==> config.mk <==
export PLATFORM = sky130hd
export DESIGN_NAME = rails_top_finder
export DESIGN_NICKNAME = d
export VERILOG_FILES = /design/src/rtl/rails_pkg.sv /design/src/rtl/rails_top_finder.sv
export SDC_FILE = /design/constraint.sdc
export NUM_CORES = 1
export LEC_CHECK = 0
export CORE_AREA = 2 2 39 41
export DETAILED_ROUTE_END_ITERATION = 7
export DIE_AREA = 0 0 41 43
export GPL_ROUTABILITY_DRIVEN = 0
export PLACE_DENSITY = 0.38
export SYNTH_ARGS = -nofsm -noshare
export SYNTH_HDL_FRONTEND = slang
export SYNTH_SLANG_ARGS = --single-unit
export TNS_END_PERCENT = 1
==> constraint.sdc <==
create_clock -name vclk -period 1.9
set_input_delay 0.19 -clock vclk [all_inputs]
set_output_delay 0.19 -clock vclk [all_outputs]
set_load 0.02 [all_outputs]
==> src/rtl/rails_pkg.sv <==
// Shared types and helpers for the rail-station permutation checker.
package rails_pkg;

  typedef enum logic {IDLE, RUN} state_e;

  localparam int unsigned MASK_MAX = 64;

  function automatic int unsigned dw_for(input int unsigned max_trains);
    return $clog2(max_trains + 1);
  endfunction

  // Contiguous run of ones covering bit positions lo..hi-1 (empty when lo == hi).
  function automatic logic [MASK_MAX-1:0] range_mask(input int unsigned lo,
                                                      input int unsigned hi);
    logic [MASK_MAX-1:0] one;
    one = MASK_MAX'(1);
    return (one << hi) - (one << lo);
  endfunction

endpackage

==> src/rtl/rails_top_finder.sv <==
// Highest-set-bit encoder: reports the car number at the top of the station.
module rails_top_finder
  import rails_pkg::*;
#(
  parameter int unsigned W  = 10,
  parameter int unsigned DW = dw_for(W)
) (
  input  logic [W-1:0]  mask_i,
  output logic [DW-1:0] top_o,
  output logic          empty_o
);

  always_comb begin
    top_o = '0;
    for (int unsigned i = 0; i < W; i++) begin
      if (mask_i[i]) top_o = DW'(i + 1);
    end
  end

  assign empty_o = ~|mask_i;

endmodule

==> flow_metrics.tcl, run 1 <==
set metrics [dict create \
    fin_crit_sh_pct 96.60 \
    flops_and_latches 0 \
    syn_avg_cell_area_sq_um 6.725 \
    fp.coreArea_sq_mm 0.001384 \
    setup_viol 0 \
    crit_path_end_kind "output port" \
    slew_viol_final 0 \
    wirelength_um 458 \
    grt_antenna_before_repair 0 \
    ant_nets 0 \
    final_nets 46 \
    drtIter0Drc 1 \
    relSlewSlack_pct 78.36 \
    num_vias 181 \
    crit_required_ns 1.71 \
    initial_core_util_pct 7.776 \
    seq_area_sq_um 0 \
    nFillCells 155 \
    clkbuf_count 0 \
    die_y_um 43 \
    dp_hpwl_um 383.6 \
    diodes 0 \
    tightest_slew_ns 0.3217 \
    leakage_nw 0.1347 \
    period_needed_ns 1.835 \
    post_cts_buffers 0 \
    drc_errors 0 \
    grt_pass1_vias 171 \
    areaGrowthSynthToFinish_pct 173.3 \
    die_w_um 41 \
    wl_per_cell_um 9.160 \
    synth_cell_types 10 \
    critPathArrivalTime_ns 1.65 \
    hold_ws_ns 1.120 \
    worst_setup_path_start_kind "input port" \
    die_area_sq_mm 0.001763 \
    rows 14 \
    via_per_inst 3.620 \
    cts_hold_buf 0 \
    grt_start_max_net_pins 5 \
    utilization_pct 21.25 \
    maxCapViolCount 0 \
    finalHoldViolCount 0 \
    powerDensity_mw_per_mm2 193.9 \
    io_buffers 15 \
    status "complete, no violations" \
    synth_seq_area_share_pct 0 \
    netlist_instances 16 \
    power.total_mw 0.05702 \
    hp-class "input port to output port" \
    first_pass_iters 2 \
    final_layout_size_suffix_gt1_share_pct 23.53 \
    criticalPathCategory "input port to output port" \
    grt_pass1_wl_um 717 \
    rsz0062_at_grt "yes" \
    netlist_area_sq_um 107.6 \
    fmax_ghz 0.5449 \
    synth_nets 26 \
    vdd_drop_max_mv 0.05984 \
    pin_count 15 \
    yosysWarnings 0 \
    grt_util_all_layers_pct 5.495 \
    path_max_fanout 3 \
    overflow 0 \
    ctsResizeCount 4 \
]
## metrics by stage
stage	cell area, sq um	setup WS (ns)	instances	TNS [ns]
after CTS	295.3	0.01849	50	0
after global placement	300.3	-0.2258	50	-0.5949
after detailed placement	300.3	-0.2543	50	-0.6292
after global routing	294.0	-0.04493	50	-0.04493
after floorplan	107.6	0.6897	16	0
final	294.0	0.06466	50	0
## logic make-up after synthesis
group	count (synthesis)	share of synthesized area, %
compound gates	4	38.37
buf+inv	2	6.979
simple gates	10	54.65
## layout make-up
| class | instances | area [sq um] | area share, % |
|---|---|---|---|
| Timing Repair Buffer | 18 | 166.4 | 56.60 |
| Inverter | 2 | 7.507 | 2.553 |
| Tap cell | 16 | 20.02 | 6.809 |
| Multi-Input combinational cell | 14 | 100.1 | 34.04 |
## final timing paths
path,endpoint,startpoint,cells after the start,slack [ns]
max,empty_o,mask_i[7],4,0.06
min,top_o[0],mask_i[7],3,1.12
## where the power goes
part / internal, mW / total (mW) / switching [mW] / leakage, nW
combinational: 0.0344 / 0.0570 / 0.0227 / 0.135
sequential: 0 / 0 / 0 / 0
clock: 0 / 0 / 0 / 0
## synthesized netlist by cell type, drive strengths merged
cell type	instances	area share [%]
nor2	6	21
inv	2	7.0
a21o	1	8.1
a221o	1	9.3
a221oi	1	14
and4bb	1	12
nand2b	1	5.8
nor4	1	5.8
o31ai	1	7.0
or3	1	10
## routing by layer
metal / track usage (%) / up-vias / share of wire (%)
met1: 8.228 / 75 / 48
met5: 0 / - / 0
met2: 9.063 / 10 / 41
met4: 0 / 0 / 0
met3: 0 / 0 / 11
li1: - / 96 / -
## worst max-delay path, stage by stage
cell	delay, ns
clkdlybuf4s50_1	0.46
or3_4	0.39
and4bb_2	0.28
dlygate4sd2_1	0.33
## placed cells by master, fill, tap and decap left out, drive strengths merged
| cell | instances |
|---|---|
| a21o | 1 |
| a221o | 1 |
| a221oi | 1 |
| and4bb | 1 |
| buf | 3 |
| clkbuf | 1 |
| clkdlybuf4s50 | 10 |
| dlygate4sd2 | 3 |
| dlymetal6s2s | 1 |
| inv | 2 |
| nand2b | 1 |
| nor2 | 6 |
| nor4 | 1 |
| o31ai | 1 |
| or3 | 1 |
No activity file was read; power rests on OpenSTA's default activity.
==> run 2, diff against run 1 <==
SETUP_SLACK_MARGIN = 0.4   (was unset)
==> run 2 against run 1 <==
  * Sequential share of layout area unchanged
  * Worst setup slack better by 0.29 ns
  * Largest power group unchanged
  * Largest cell class unchanged
  * Wire length up 2.2%
  * Highest routed layer unchanged
  * Cell area is the same
  * Core utilization stayed put
  * Combinational power is 5.8% lower
  * Maximum frequency up 19%
  * Power decreased by 5.8%
  * Critical path depth unchanged
  * Die area did not move
  * First-iteration DRC count shrank 100%
==> flow_metrics.tcl, run 2 (same netlist as run 1, synthesis figures left out) <==
set metrics [dict create \
    overflow 0 \
    post_cts_buffers 0 \
    seq_area_sq_um 0 \
    crit_path_end_kind "output port" \
    layout_common_cells "dlygate4sd2_1, nor2_1, buf_4" \
    diodes 0 \
    final_layout_size_suffix_gt1_share_pct 41.18 \
    path_max_fanout 3 \
    relSlewSlack_pct 83.29 \
    final_nets 46 \
    rsz0062_at_grt "yes" \
    die_area_sq_mm 0.001763 \
    drc_errors 0 \
    pin_count 15 \
    fmax_ghz 0.6480 \
    maxCapViolCount 0 \
    first_pass_iters 1 \
    rows 14 \
    drtIter0Drc 0 \
    vdd_drop_max_mv 0.05060 \
    worst_setup_path_start_kind "input port" \
    ant_nets 0 \
    design_area_sq_um 294.0 \
    fp.coreArea_sq_mm 0.001384 \
    grt_pass1_vias 178 \
    nFillCells 155 \
    areaGrowthSynthToFinish_pct 173.3 \
    crit_required_ns 1.71 \
    setup_viol 0 \
    fin_crit_sh_pct 81.22 \
    die_y_um 43 \
    leakage_nw 0.1433 \
    dp_hpwl_um 383.6 \
    period_needed_ns 1.543 \
    slew_viol_final 0 \
    powerDensity_mw_per_mm2 182.7 \
    multi_input_area_sq_um 113.9 \
    critPathArrivalTime_ns 1.35 \
    hp-class "input port to output port" \
    wirelength_um 468 \
    finalHoldViolCount 0 \
    power.total_mw 0.05371 \
    flops_and_latches 0 \
    io_buffers 15 \
    grt_pass1_wl_um 759 \
    criticalPathCategory "input port to output port" \
    status "complete, no violations" \
    die_w_um 41 \
    initial_core_util_pct 7.776 \
    grt_antenna_before_repair 0 \
    cts_hold_buf 0 \
    num_vias 181 \
    grt_start_max_net_pins 5 \
    final_common_cell "dlygate4sd2_1" \
    wl_per_cell_um 9.360 \
    grt_util_all_layers_pct 5.894 \
    via_per_inst 3.620 \
    clkbuf_count 0 \
    place_area_sq_um 300.3 \
    tightest_slew_ns 0.2486 \
]
## run 2: cell type report
| cell class | count | area share [%] |
|---|---|---|
| repair buffers | 18 | 51.91 |
| inverters | 2 | 2.553 |
| multi-input cells | 14 | 38.72 |
| well taps | 16 | 6.809 |
## run 2: report_power, final
| group | switching, mW | internal [mW] | leakage (nW) |
|---|---|---|---|
| clock network | 0 | 0 | 0 |
| logic | 0.0242 | 0.0295 | 0.143 |
| registers | 0 | 0 | 0 |
| total | 0.0242 | 0.0295 | 0.143 |
## run 2: worst max-delay path: stages
cell	delay (ns)
clkdlybuf4s50_1	0.46
a221o_1	0.30
a221oi_2	0.23
buf_4	0.18
## run 2: through the flow
| stage | setup WS, ns | std cells | hold slack (ns) | utilization (%) | TNS [ns] |
|---|---|---|---|---|---|
| 2_1_floorplan | 0.6897 | 16 | 0.4222 | - | 0 |
| 3_3_place_gp | -0.2258 | 50 | 1.493 | 21.70 | -0.5949 |
| 3_5_place_dp | -0.2543 | 50 | 1.502 | 21.70 | -0.6292 |
| 4_1_cts | 0.3583 | 50 | 0.8558 | 21.61 | 0 |
| 5_1_grt | 0.3210 | 50 | 0.8735 | 21.25 | 0 |
| 6_report | 0.3568 | 50 | 0.8532 | 21.25 | 0 |
## run 2: routing by layer
metal	vias to the layer above	part of all wire (%)	GRT usage, %
met1	75	44	8.228
met2	10	45	10.31
met3	0	11	0
met4	0	0	0
li1	96	-	-
met5	-	0	0
## run 2: path summary, 6_finish.rpt
check	endpoint	depth (start not counted)	slack [ns]	from
max	top_o[0]	4	0.36	mask_i[5]
min	top_o[0]	3	0.85	mask_i[7]
## run 2: timing repair
action | 4_1_cts | 5_1_grt
endpoints found under the setup margin | 5 | 3
resized for setup | 30 | 1
pin swaps | 3 | 0
==> run 3, diff against run 2 <==
PLACE_DENSITY = 0.39   (was 0.38)
clock period = 1.3 ns   (was 1.9 ns; I/O delays follow)
==> run 3 against run 2 <==
  * Cell area increased by 5.1%
  * Via count up 8.3%
  * Worst hold slack got worse by 0.22 ns
  * Critical endpoint unchanged
  * Core utilization grew 1.1 points
  * Count of clock-buffer cells in the layout unchanged
==> flow_metrics.tcl, run 3 (same netlist as run 1, synthesis figures left out) <==
set metrics [dict create \
    ant_nets 0 \
    power.total_mw 0.08845 \
    grt_antenna_before_repair 0 \
    diodes 0 \
    leakage_nw 0.1560 \
    seqPwrFrac_pct 0 \
    clkbuf_count 0 \
    p_int_mw 0.04888 \
    worst_setup_path_start_kind "input port" \
    seq_area_sq_um 0 \
    relSlewSlack_pct 83.98 \
    comb_power_share_pct 100.0 \
    p_clk_share_pct 0 \
    via_per_inst 3.698 \
    crit_slowest_cell "a221o_1" \
    grt_start_max_net_pins 5 \
    setup_viol 0 \
    areaGrowthSynthToFinish_pct 187.2 \
    final_layout_size_suffix_gt1_share_pct 67.57 \
    hp-start "mask_i[7]" \
    crit_path_end_kind "output port" \
    wl_per_cell_um 8.868 \
    slowest_delay_ns 0.33 \
    fp.coreArea_sq_mm 0.001384 \
    flops_and_latches 0 \
    cts_hold_buf 0 \
    multi_input_area_sq_um 125.1 \
    p_sw_mw 0.03957 \
    fin_crit_sh_pct 92.10 \
    cp_common_cell "buf_6" \
    first_pass_iters 1 \
    crit_required_ns 1.17 \
    criticalPathCategory "input port to output port" \
    tightest_slew_ns 0.2384 \
    holdPathEnd "top_o[0]" \
    grt_util_all_layers_pct 5.395 \
    hp-class "input port to output port" \
    path_cells "buf_6 -> nand2b_4 -> a221o_1 -> a221oi_4 -> buf_6" \
    dp_hpwl_um 398.8 \
    num_vias 196 \
    critPathArrivalTime_ns 1.07 \
    rsz0062_at_grt "yes" \
    finalHoldViolCount 0 \
    final_common_cell "buf_4" \
    drc_errors 0 \
    period_needed_ns 1.197 \
    hold_ws_ns 0.6358 \
    grt_pass1_vias 194 \
    pin_count 15 \
    powerDensity_mw_per_mm2 286.2 \
    status "complete, no violations" \
    vdd_drop_max_mv 0.04592 \
    layout_common_cells "buf_4, nor2_1, buf_2" \
    overflow 0 \
    fmax_ghz 0.8352 \
    wirelength_um 470 \
    path_max_fanout 2 \
    grt_pass1_wl_um 724 \
    min_path_cells 4 \
    maxCapViolCount 0 \
    slew_viol_final 0 \
    die_area_sq_mm 0.001763 \
    final_nets 49 \
    die_y_um 43 \
    initial_core_util_pct 7.776 \
    rows 14 \
    io_buffers 15 \
    die_w_um 41 \
    p_sw_share_pct 44.74 \
    drtIter0Drc 0 \
    nFillCells 177 \
]
[run 3: through the flow]
| step | setup WS, ns | cell area [sq um] | TNS (ns) | utilization, % | std cells |
|---|---|---|---|---|---|
| after floorplan | 0.2452 | 118.9 | 0 | - | 16 |
| after global placement | -0.7557 | 326.6 | -2.984 | 23.60 | 52 |
| after detailed placement | -0.7638 | 326.6 | -2.911 | 23.60 | 52 |
| after CTS | 0.04446 | 314.1 | 0 | 22.69 | 52 |
| after global routing | 0.06499 | 309.0 | 0 | 22.33 | 53 |
| final | 0.1027 | 309.0 | 0 | 22.33 | 53 |
[run 3: area by class of cell]
| cell class | count | area share (%) |
|---|---|---|
| tap | 16 | 6.478 |
| multi-input combinational | 14 | 40.49 |
| timing repair buffer | 21 | 50.61 |
| inverter | 2 | 2.429 |
[run 3: how the worst max path moves through the flow]
| stage | start | to | slack, ns |
|---|---|---|---|
| 2_1_floorplan | mask_i[9] | empty_o | 0.25 |
| 3_3_place_gp | mask_i[4] | top_o[0] | -0.76 |
| 3_5_place_dp | mask_i[4] | top_o[0] | -0.76 |
| 4_1_cts | mask_i[1] | top_o[0] | 0.04 |
| 5_1_grt | mask_i[1] | top_o[0] | 0.06 |
| 6_report | mask_i[1] | top_o[0] | 0.10 |
[run 3: power groups by stage]
stage / combinational (mW) / sequential [mW] / clock (mW)
CTS: 0.0888 / 0 / 0
global route: 0.0953 / 0 / 0
global placement: 0.0971 / 0 / 0
detailed placement: 0.0971 / 0 / 0
floorplan: 0.0326 / 0 / 0
finish: 0.0885 / 0 / 0
[run 3: worst max-delay path: cells and delay by family]
family                 cells  cell delay, ns
AOI/OAI and AO/OA          2            0.57
and+or+nand+nor            1            0.12
buffers and inverters      2            0.24
[run 3: per-layer routing]
metal	wire length, um	up-vias	GRT usage, %	share of wire, %
met5	0	-	0	0
met4	0	0	0	0
met3	23	0	0	4.9
met2	274	5	10.00	58
met1	171	88	6.962	36
li1	-	103	-	-
[run 3: what timing repair did]
| action | 4_1_cts | 5_1_grt |
|---|---|---|
| buffers inserted | 0 | 1 |
| endpoints found under the setup margin | 5 | 5 |
| gates resized for setup | 55 | 4 |
| hold endpoints to repair | 0 | 0 |
| pin swaps | 5 | 5 |
| gates cloned | 0 | 0 |
